## src/rtl/lsa_amo_unit.sv

```systemverilog
// Load/store/atomic execution unit: address generation, request FIFO,
// multi-channel load-data broadcast and AMO combine/writeback to the LSU.
module lsa_amo_unit #(
  parameter int unsigned DW    = 32,
  parameter int unsigned IDXW  = 4,
  parameter int unsigned DEPTH = 4,
  parameter int unsigned NCH   = 3
) (
  input  logic            clk,
  input  logic            rst,
  input  logic            iss_valid,
  output logic            iss_ready,
  input  logic [3:0]      iss_ctrl,
  input  logic [IDXW-1:0] iss_index,
  input  logic [5:0]      iss_type,
  input  logic [DW-1:0]   iss_op1,
  input  logic [DW-1:0]   iss_op2,
  input  logic [DW-1:0]   iss_sdata,
  input  logic [4:0]      iss_areg,
  output logic            req_valid,
  input  logic            req_ready,
  output logic [DW-1:0]   req_addr,
  output logic [DW-1:0]   req_sdata,
  output logic [IDXW-1:0] req_index,
  output logic [5:0]      req_type,
  output logic [4:0]      req_areg,
  input  logic            rsp_valid,
  output logic            rsp_ready,
  input  logic [DW-1:0]   rsp_data,
  input  logic [IDXW-1:0] rsp_index,
  output logic [NCH-1:0]  bc_valid,
  input  logic [NCH-1:0]  bc_ready,
  output logic [DW-1:0]   bc_data,
  output logic [IDXW-1:0] bc_index,
  output logic            amo_valid,
  input  logic            amo_ready,
  output logic [DW-1:0]   amo_data,
  output logic [IDXW-1:0] amo_index
);
  localparam int unsigned PW   = (DEPTH > 1) ? $clog2(DEPTH) : 1;
  localparam int unsigned CW   = $clog2(DEPTH + 1);
  localparam int unsigned NCTX = 1 << IDXW;

  typedef struct packed {
    logic [DW-1:0]   addr;
    logic [IDXW-1:0] index;
    logic [5:0]      typ;
    logic [DW-1:0]   sdata;
    logic [4:0]      areg;
  } entry_t;

  entry_t          q_q [DEPTH];
  entry_t          iss_entry, head;
  logic [PW-1:0]   wr_ptr_q, rd_ptr_q;
  logic [CW-1:0]   count_q, count_d;
  logic [NCTX-1:0] ctx_vld_q;
  logic [3:0]      ctx_ctrl_q [NCTX];
  logic [DW-1:0]   ctx_op2_q  [NCTX];
  logic [NCH-1:0]  bc_valid_q;
  logic [DW-1:0]   bc_data_q, amo_data_q;
  logic [IDXW-1:0] bc_index_q, amo_index_q;
  logic            amo_valid_q;
  logic            iss_fire, req_fire, rsp_fire, rsp_hit;

  function automatic logic [PW-1:0] ptr_inc(input logic [PW-1:0] p);
    return (p == PW'(DEPTH - 1)) ? '0 : p + 1'b1;
  endfunction

  // Comparisons pick b only on strict win, so ties return a.
  function automatic logic [DW-1:0] amo_f(input logic [3:0] c, input logic [DW-1:0] a,
                                          input logic [DW-1:0] b);
    case (c)
      4'b1010: return b;
      4'b1111: return a + b;
      4'b0110: return a ^ b;
      4'b0100: return a & b;
      4'b0101: return a | b;
      4'b1011: return ($signed(b) > $signed(a)) ? b : a;
      4'b1101: return ($signed(b) < $signed(a)) ? b : a;
      4'b1100: return (b > a) ? b : a;
      4'b1110: return (b < a) ? b : a;
      default: return '0;
    endcase
  endfunction

  assign rsp_hit   = ctx_vld_q[rsp_index];
  assign iss_ready = !rst && (count_q < CW'(DEPTH)) && !(iss_type[4] && ctx_vld_q[iss_index]);
  assign rsp_ready = !rst && (bc_valid_q == '0) && !(rsp_hit && amo_valid_q);
  assign iss_fire  = iss_valid && iss_ready;
  assign req_fire  = req_valid && req_ready;
  assign rsp_fire  = rsp_valid && rsp_ready;

  always_comb begin
    iss_entry       = '0;
    iss_entry.addr  = iss_type[4] ? iss_op1 : iss_op1 + iss_op2;
    iss_entry.index = iss_index;
    iss_entry.typ   = iss_type;
    iss_entry.sdata = iss_sdata;
    iss_entry.areg  = iss_areg;
  end

  always_comb begin
    count_d = count_q;
    if (iss_fire && !req_fire)      count_d = count_q + 1'b1;
    else if (!iss_fire && req_fire) count_d = count_q - 1'b1;
  end

  always_ff @(posedge clk or posedge rst) begin
    if (rst) begin
      for (int unsigned i = 0; i < DEPTH; i++) q_q[i] <= '0;
      wr_ptr_q <= '0;
      rd_ptr_q <= '0;
      count_q  <= '0;
    end else begin
      if (iss_fire) begin
        q_q[wr_ptr_q] <= iss_entry;
        wr_ptr_q      <= ptr_inc(wr_ptr_q);
      end
      if (req_fire) rd_ptr_q <= ptr_inc(rd_ptr_q);
      count_q <= count_d;
    end
  end

  assign head      = q_q[rd_ptr_q];
  assign req_valid = (count_q != '0);
  assign req_addr  = head.addr;
  assign req_sdata = head.sdata;
  assign req_index = head.index;
  assign req_type  = head.typ;
  assign req_areg  = head.areg;

  // A busy index never admits an atomic issue, so release and set cannot collide.
  always_ff @(posedge clk or posedge rst) begin
    if (rst) begin
      ctx_vld_q <= '0;
      for (int unsigned i = 0; i < NCTX; i++) begin
        ctx_ctrl_q[i] <= '0;
        ctx_op2_q[i]  <= '0;
      end
    end else begin
      if (rsp_fire && rsp_hit) ctx_vld_q[rsp_index] <= 1'b0;
      if (iss_fire && iss_type[4]) begin
        ctx_vld_q[iss_index]  <= 1'b1;
        ctx_ctrl_q[iss_index] <= iss_ctrl;
        ctx_op2_q[iss_index]  <= iss_op2;
      end
    end
  end

  always_ff @(posedge clk or posedge rst) begin
    if (rst) begin
      bc_valid_q  <= '0;
      bc_data_q   <= '0;
      bc_index_q  <= '0;
      amo_valid_q <= 1'b0;
      amo_data_q  <= '0;
      amo_index_q <= '0;
    end else begin
      bc_valid_q <= bc_valid_q & ~bc_ready;
      if (amo_ready) amo_valid_q <= 1'b0;
      if (rsp_fire) begin
        bc_valid_q <= '1;
        bc_data_q  <= rsp_data;
        bc_index_q <= rsp_index;
        if (rsp_hit) begin
          amo_valid_q <= 1'b1;
          amo_data_q  <= amo_f(ctx_ctrl_q[rsp_index], rsp_data, ctx_op2_q[rsp_index]);
          amo_index_q <= rsp_index;
        end
      end
    end
  end

  assign bc_valid  = bc_valid_q;
  assign bc_data   = bc_data_q;
  assign bc_index  = bc_index_q;
  assign amo_valid = amo_valid_q;
  assign amo_data  = amo_data_q;
  assign amo_index = amo_index_q;
endmodule

```

## config.mk

```make
export PLATFORM = sky130hd
export DESIGN_NAME = lsa_amo_unit
export DESIGN_NICKNAME = d
export VERILOG_FILES = /design/src/rtl/lsa_amo_unit.sv
export SDC_FILE = /design/constraint.sdc
export NUM_CORES = 2
export LEC_CHECK = 0
export ABC_CLOCK_PERIOD_IN_PS = 52000
export CAP_MARGIN = 20
export CORE_UTILIZATION = 60
export CTS_BUF_LIST = sky130_fd_sc_hd__clkbuf_4 sky130_fd_sc_hd__clkbuf_8 sky130_fd_sc_hd__clkbuf_16
export CTS_CLUSTER_SIZE = 24
export DETAILED_ROUTE_END_ITERATION = 8
export HOLD_SLACK_MARGIN = 0.03
export PLACE_DENSITY = 0.9
export SYNTH_ARGS = -nofsm -noshare
export SYNTH_HDL_FRONTEND = slang
export SYNTH_SLANG_ARGS = --single-unit
```

## constraint.sdc

```tcl
create_clock -name clk -period 52 [get_ports clk]
set_input_delay 15.6 -clock clk [delete_from_list [all_inputs] [get_ports clk]]
set_output_delay 15.6 -clock clk [all_outputs]
set_load 0.05 [all_outputs]
```

; ---- Word level (Yosys, flattened, before mapping)
; Index checks and enable logic that the tools add are counted.
[word_totals]
ff_bits = 991
latch_bits = 0
ramBits = 0
rom_bits = 0
input_bits = 160
out_inout_bits = 158
n_memories = 0
[op_classes]
n_addsub = 6
mul = 0
div = 0
n_lt_le_gt_ge = 15
eq_ne = 11
n_shift = 0
muxes = 42
n_bitwise = 12
n_reduce_logical = 26
[op_table]
columns = operator, count
row1 = 512-bit bitwise mux, 1
row2 = 316-bit bitwise mux, 1
row3 = 32-bit one-hot mux with 9 select lines, 1
row4 = 32-bit 2-to-1 mux, 8
row5 = 79-bit 2-to-1 mux, 3
row6 = 79-bit binary-select mux with 2-bit select, 1
row7 = 79-bit demux with 2-bit select, 1
row8 = 32-bit binary-select mux with 4-bit select, 1
row9 = 32-bit demux with 4-bit select, 1
row10 = 32-bit adder, 2
row11 = 64-bit bitwise mux, 1
row12 = 32-bit greater-than comparator, 2
row13 = 32-bit less-than comparator, 2
row14 = 32-bit bitwise AND, 1
row15 = 16-bit 2-to-1 mux, 2
row16 = 32-bit bitwise OR, 1
row17 = 32-bit bitwise XOR, 1
row18 = 4-bit == test (second input constant), 6
row19 = 1-bit logical AND, 17
row20 = 16-bit bitwise AND, 1
row21 = 4-bit binary-select mux with 4-bit select, 1
row22 = 4-bit demux with 4-bit select, 1
row23 = 16-bit NOT, 1
row24 = 16-bit bitwise OR, 1
row25 = 27 further kinds, 54

; ---- Logic depth before layout (Yosys ltp)
[logic_depth]
depth_word = 10
mapped_depth = 25
ltp_nobuf = 15

; ---- Worst setup path before layout
; Ideal clock, no wire load.
[synth_timing]
path_type = input -> output
from = in rsp_index[0]
to = out rsp_ready
t_arrival_ps = 18462
setup_slack_ps = 17938
path_stages = 6
n_path_buf = 3
path_cell_list = clkbuf_1 > buf_4 > buf_4 > mux4_2 > mux4_2 > a21boi_0
[synth_via]
elab_chain_cells = 5
[synth_rtl]
columns = item, line_no
row1 = from (decl), 30  ; input logic [IDXW-1:0] rsp_index,
row2 = 1-bit binary-select mux with 4-bit select, 86  ; assign rsp_hit = ctx_vld_q[rsp_index];
row3 = 1-bit 2-to-1 mux (not written as such), 86
row4 = 1-bit logical AND, 88  ; assign rsp_ready = !rst && (bc_valid_q == '0) && !(rsp_hit && amo_valid_q);
row5 = 1-bit logical NOT, 88
row6 = 1-bit logical AND, 88
row7 = to (decl), 28  ; output logic rsp_ready,
; Every way passes these cells. The select of a mux whose other input is x is not followed.

; ---- Final worst setup path
[layout_timing]
from = in iss_index[0]
to = out iss_ready
[layout_via]
elab_chain_cells = 5
[layout_rtl]
columns = item, line_no
row1 = from (decl), 14  ; input logic [IDXW-1:0] iss_index,
row2 = 1-bit binary-select mux with 4-bit select, 87  ; assign iss_ready = !rst && (count_q < CW'(DEPTH)) && !(iss_type[4] && ctx_vld_q[iss_index]);
row3 = 1-bit 2-to-1 mux (not written as such), 87
row4 = 1-bit logical AND, 87
row5 = 1-bit logical NOT, 87
row6 = 1-bit logical AND, 87
row7 = to (decl), 12  ; output logic iss_ready,
; Every way passes these cells. The select of a mux whose other input is x is not followed.

==> summary.txt <==
Worst setup path
  – Worst setup SP type: input pin
  – Req. time, crit path: 36,400 ps
  – Critical path's largest stage delay: 1050 ps
  – Reg2reg setup slack: approximately 46,000 ps
  – Crit path DAT: 19,410 ps
  – Setup CP Type: in2out
  – Worst path slowest cell: clkdlybuf4s50_1
  – Worst R2R Path Depth: 14
  – Crit path cell chain: clkdlybuf4s50_1 -> mux4_2 -> mux4_2 -> a211oi_2 -> clkdlybuf4s50_1
  – R2r startpoint: ctx_op2_q[126]$_DFFE_PP0P_
  – R2R Path End: amo_data[12]$_DFFE_PP0P_
  – CP endpoint kind: output pin
  – Crit Path Max Fanout: 15

Synth
  – Mapped Area: 49,700 um^2
  – Post-Synthesis Cells: 3,671
  – Synthesized flop and latch total: 991
  – Yosys warnings: 0
  – Synth area leader: dfrtp_1
  – Largest cells by area after synthesis: dfrtp_1 50%, mux2_2 14%, mux4_2 12%
  – Register area share after synthesis: 0.499
  – Ys async rst share: 1.00
  – Synth top area share: 0.499
  – Prevailing post-synth register cell: dfrtp_1
  – Average cell area after synthesis: 13.6 um^2
  – Post-synth EDFFs: 0
  – Synth cell types: 76
  – Syn Nets: 3,968

Clocking
  – Htree depth: 3
  – # clock sinks: 991
  – CTS hold repair buffers: 0
  – Clk pin slew, worst setup/hold paths: roughly 60 ps
  – Clock buffer depth: 3
  – Post-CTS Resized: 0
  – Root Driver: clkbuf_16
  – Worst-Skew Late Latency: 690 ps
  – TritonCTS clock tree: built
  – Setup bufs post-CTS: 0
  – Num CTS Buffers: 99

Final layout
  – Share of cells above drive strength 1: 0.311
  – Area growth from synthesis to layout: 14.6%
  – Fin nets: between 4,000 and 5,000
  – Finished Core Util: 0.694

STA
  – Worst Skew: 47.9 ps
  – Rel. slew slack: 0.290
  – Slew Limit Fails: 0
  – Final Hold Vio Count: 0
  – Setup_tns: 0 ps
  – RSZ-0062 raised after global routing: false
  – F_max: 28.6 MHz
  – Fin crit period: 35,010 ps
  – Endpoints failing setup: 0
  – Final worst-path cycle share: 0.673
  – Worst slew pin tran: ~1100 ps

Min path
  – Worst hold path type: reg2reg
  – Hold Path Sink: ctx_op2_q[145]$_DFFE_PP0P_
  – Worst hold stages: 1
  – HP Start: ctx_op2_q[145]$_DFFE_PP0P_

Pwr
  – Int Pwr: 1910 uW
  – Combinational share of power: 0.368
  – Clk pwr share: 0.253
  – Worst VDD drop: 57.5 uV
  – Leakage: 0.0260 uW
  – Pwr/cell area: 52.7 nW/um^2
  – Sw Share: 0.364
  – Sequential share of power: 0.378
  – Sw Pwr: 1090 uW

Drt
  – Metal-1 WL: around 52,000 um
  – DR DRC count: 0
  – WL met2: 69,300 um
  – Initial DRC count: 3,757
  – Vias/cell: about 6.8
  – ANT nets after route: 0
  – Total number of vias: about 34,000
  – WL/cell: 28.5 um
  – WL final: 144,000 um
  – Drt pass-1 iters: 7
  – Top sig layer: met5
  – Metal3 WL: 12,800 um

Global routing
  – First-pass GRT wire length: about 220,000 um
  – Number of global-route vias before repair: 36,700
  – Initial antenna violation count: 27
  – Pin count of the biggest net entering global routing: 137
  – GRT Resource Usage Total: 0.341
  – Congestion Overflow GR: 0

Placed design
  – Post-DP HPWL: about 84,000 um
  – RD Place Congestion: approximately 0.96
  – Port-buffer cells: 317

Floorplanning
  – Top-level I/O count: about 320
  – Core Region: just over 80,000 um^2
  – Die area: between 80,000 and 90,000 um^2
  – Row Count: ~110
  – Initial Util: 0.606
  – Die Ht: around 290 um
  – Die W: 290 um

Run status
  – Run status: finished clean

Run
  – Max-cap viol count: 0
[state kept, by name, indices dropped and copies added, names as in the netlist, 3 cells and up]
signal	count
bc_index	4
bc_valid	3
bc_data	32
amo_index	4
ctx_vld_q	16
count_q	3
amo_data	32
ctx_ctrl_q	64
ctx_op2_q	512
q_q	316
[layout make-up]
class	count	area, um^2
Clock buffer	143	3040
Antenna cell	23	57.6
Timing Repair Buffer	367	3640
Fill cell	4843	25100
Sequential cell	991	24800
Clock inverter	39	453
Tap cell	1070	1340
Inverter	111	424
Multi-Input combinational cell	2292	23300
[routing by layer]
layer,vias up,track usage
met2,2075,0.553
met1,17530,0.417
met4,10,0.213
met3,587,0.0790
met5,-,0
li1,13954,-
[how the worst max path moves through the flow]
stage | start | endpoint | cells after the start | slack [ps]
finish | iss_index[0] | iss_ready | 5 | 16990
global route | iss_index[0] | iss_ready | 5 | 16960
detailed placement | rsp_index[0] | rsp_ready | 5 | 17370
floorplan | rst | amo_data[0]$_DFFE_PP0P_ | 1 | 8520
global placement | rsp_index[0] | rsp_ready | 5 | 17370
CTS | rsp_index[0] | rsp_ready | 5 | 17350
[cells in the final DEF (no fill, tap or decap), types with 23 or more instances in the layout]
cell type        count
dfrtp_1            989
a21o_1              35
inv_1              108
diode_2             23
clkbuf_8            29
mux2_1             111
nor2_1             190
a22oi_1             23
mux2_2             622
xnor2_1             24
o21ai_0            103
ha_1               134
a21oi_1            204
mux2_4              63
a221oi_1            31
mux4_2             267
nand2_1            144
clkbuf_16          102
buf_4               46
clkdlybuf4s50_1    312
[critical path, delay by kind of cell]
kind / cells / cell delay (ps)
AOI/OAI and AO/OA: 1 / 680
buffers and inverters: 2 / 1940
muxes: 2 / 1170
[power by group through the flow]
stage	Sequential, uW	Combinational (uW)	Clock, uW
3_3_place_gp	1110	1050	0
3_5_place_dp	1130	1080	0
2_1_floorplan	1140	735	0
6_report	1140	1110	761
5_1_grt	1160	1150	796
4_1_cts	1130	1100	764
[Yosys cell counts (17+ instances only)]
master / number
a21o_1: 35
a21oi_1: 204
a221oi_1: 31
a22oi_1: 23
and3_1: 20
buf_1: 55
buf_2: 49
buf_4: 21
buf_6: 23
clkbuf_1: 129
dfrtp_1: 991
ha_1: 134
inv_1: 109
mux2_1: 111
mux2_2: 622
mux2_4: 63
mux2i_1: 22
mux4_2: 267
nand2_1: 153
nand2b_1: 17
nand3_1: 23
nor2_1: 190
nor2b_1: 19
o21ai_0: 103
o221ai_1: 21
xnor2_1: 24
xor2_1: 20
[cells by family (layout without fill, tap and decap cells)]
kind of cell             count (synthesis)  count (layout)  share of synthesized area
adder cells (fa/ha/maj)                137             137                     0.0349
buffers and inverters                  388             660                     0.0356
other                                    0              23                          0
XOR/XNOR                                44              44                    0.00775
flip-flops                             991             991                      0.499
multiplexers                          1085            1085                      0.310
AO/OA/AOI/OAI                          526             526                     0.0667
AND/OR/NAND/NOR                        500             500                     0.0462
[per-stage QoR]
| step | instances | hold WS (ps) | cell area [um^2] | setup slack, ps | power (uW) |
|---|---|---|---|---|---|
| 4_1_cts | 5008 | 487 | 56800 | 17350 | 2990 |
| 6_report | 5036 | 486 | 57000 | 16990 | 3010 |
| 3_5_place_dp | 4826 | 465 | 53300 | 17370 | 2210 |
| 5_1_grt | 5034 | 494 | 57000 | 16960 | 3110 |
| 2_1_floorplan | 3671 | 444 | 49700 | 8520 | 1880 |
| 3_3_place_gp | 4826 | 460 | 53300 | 17370 | 2160 |
(Power assumes the default switching activity.)
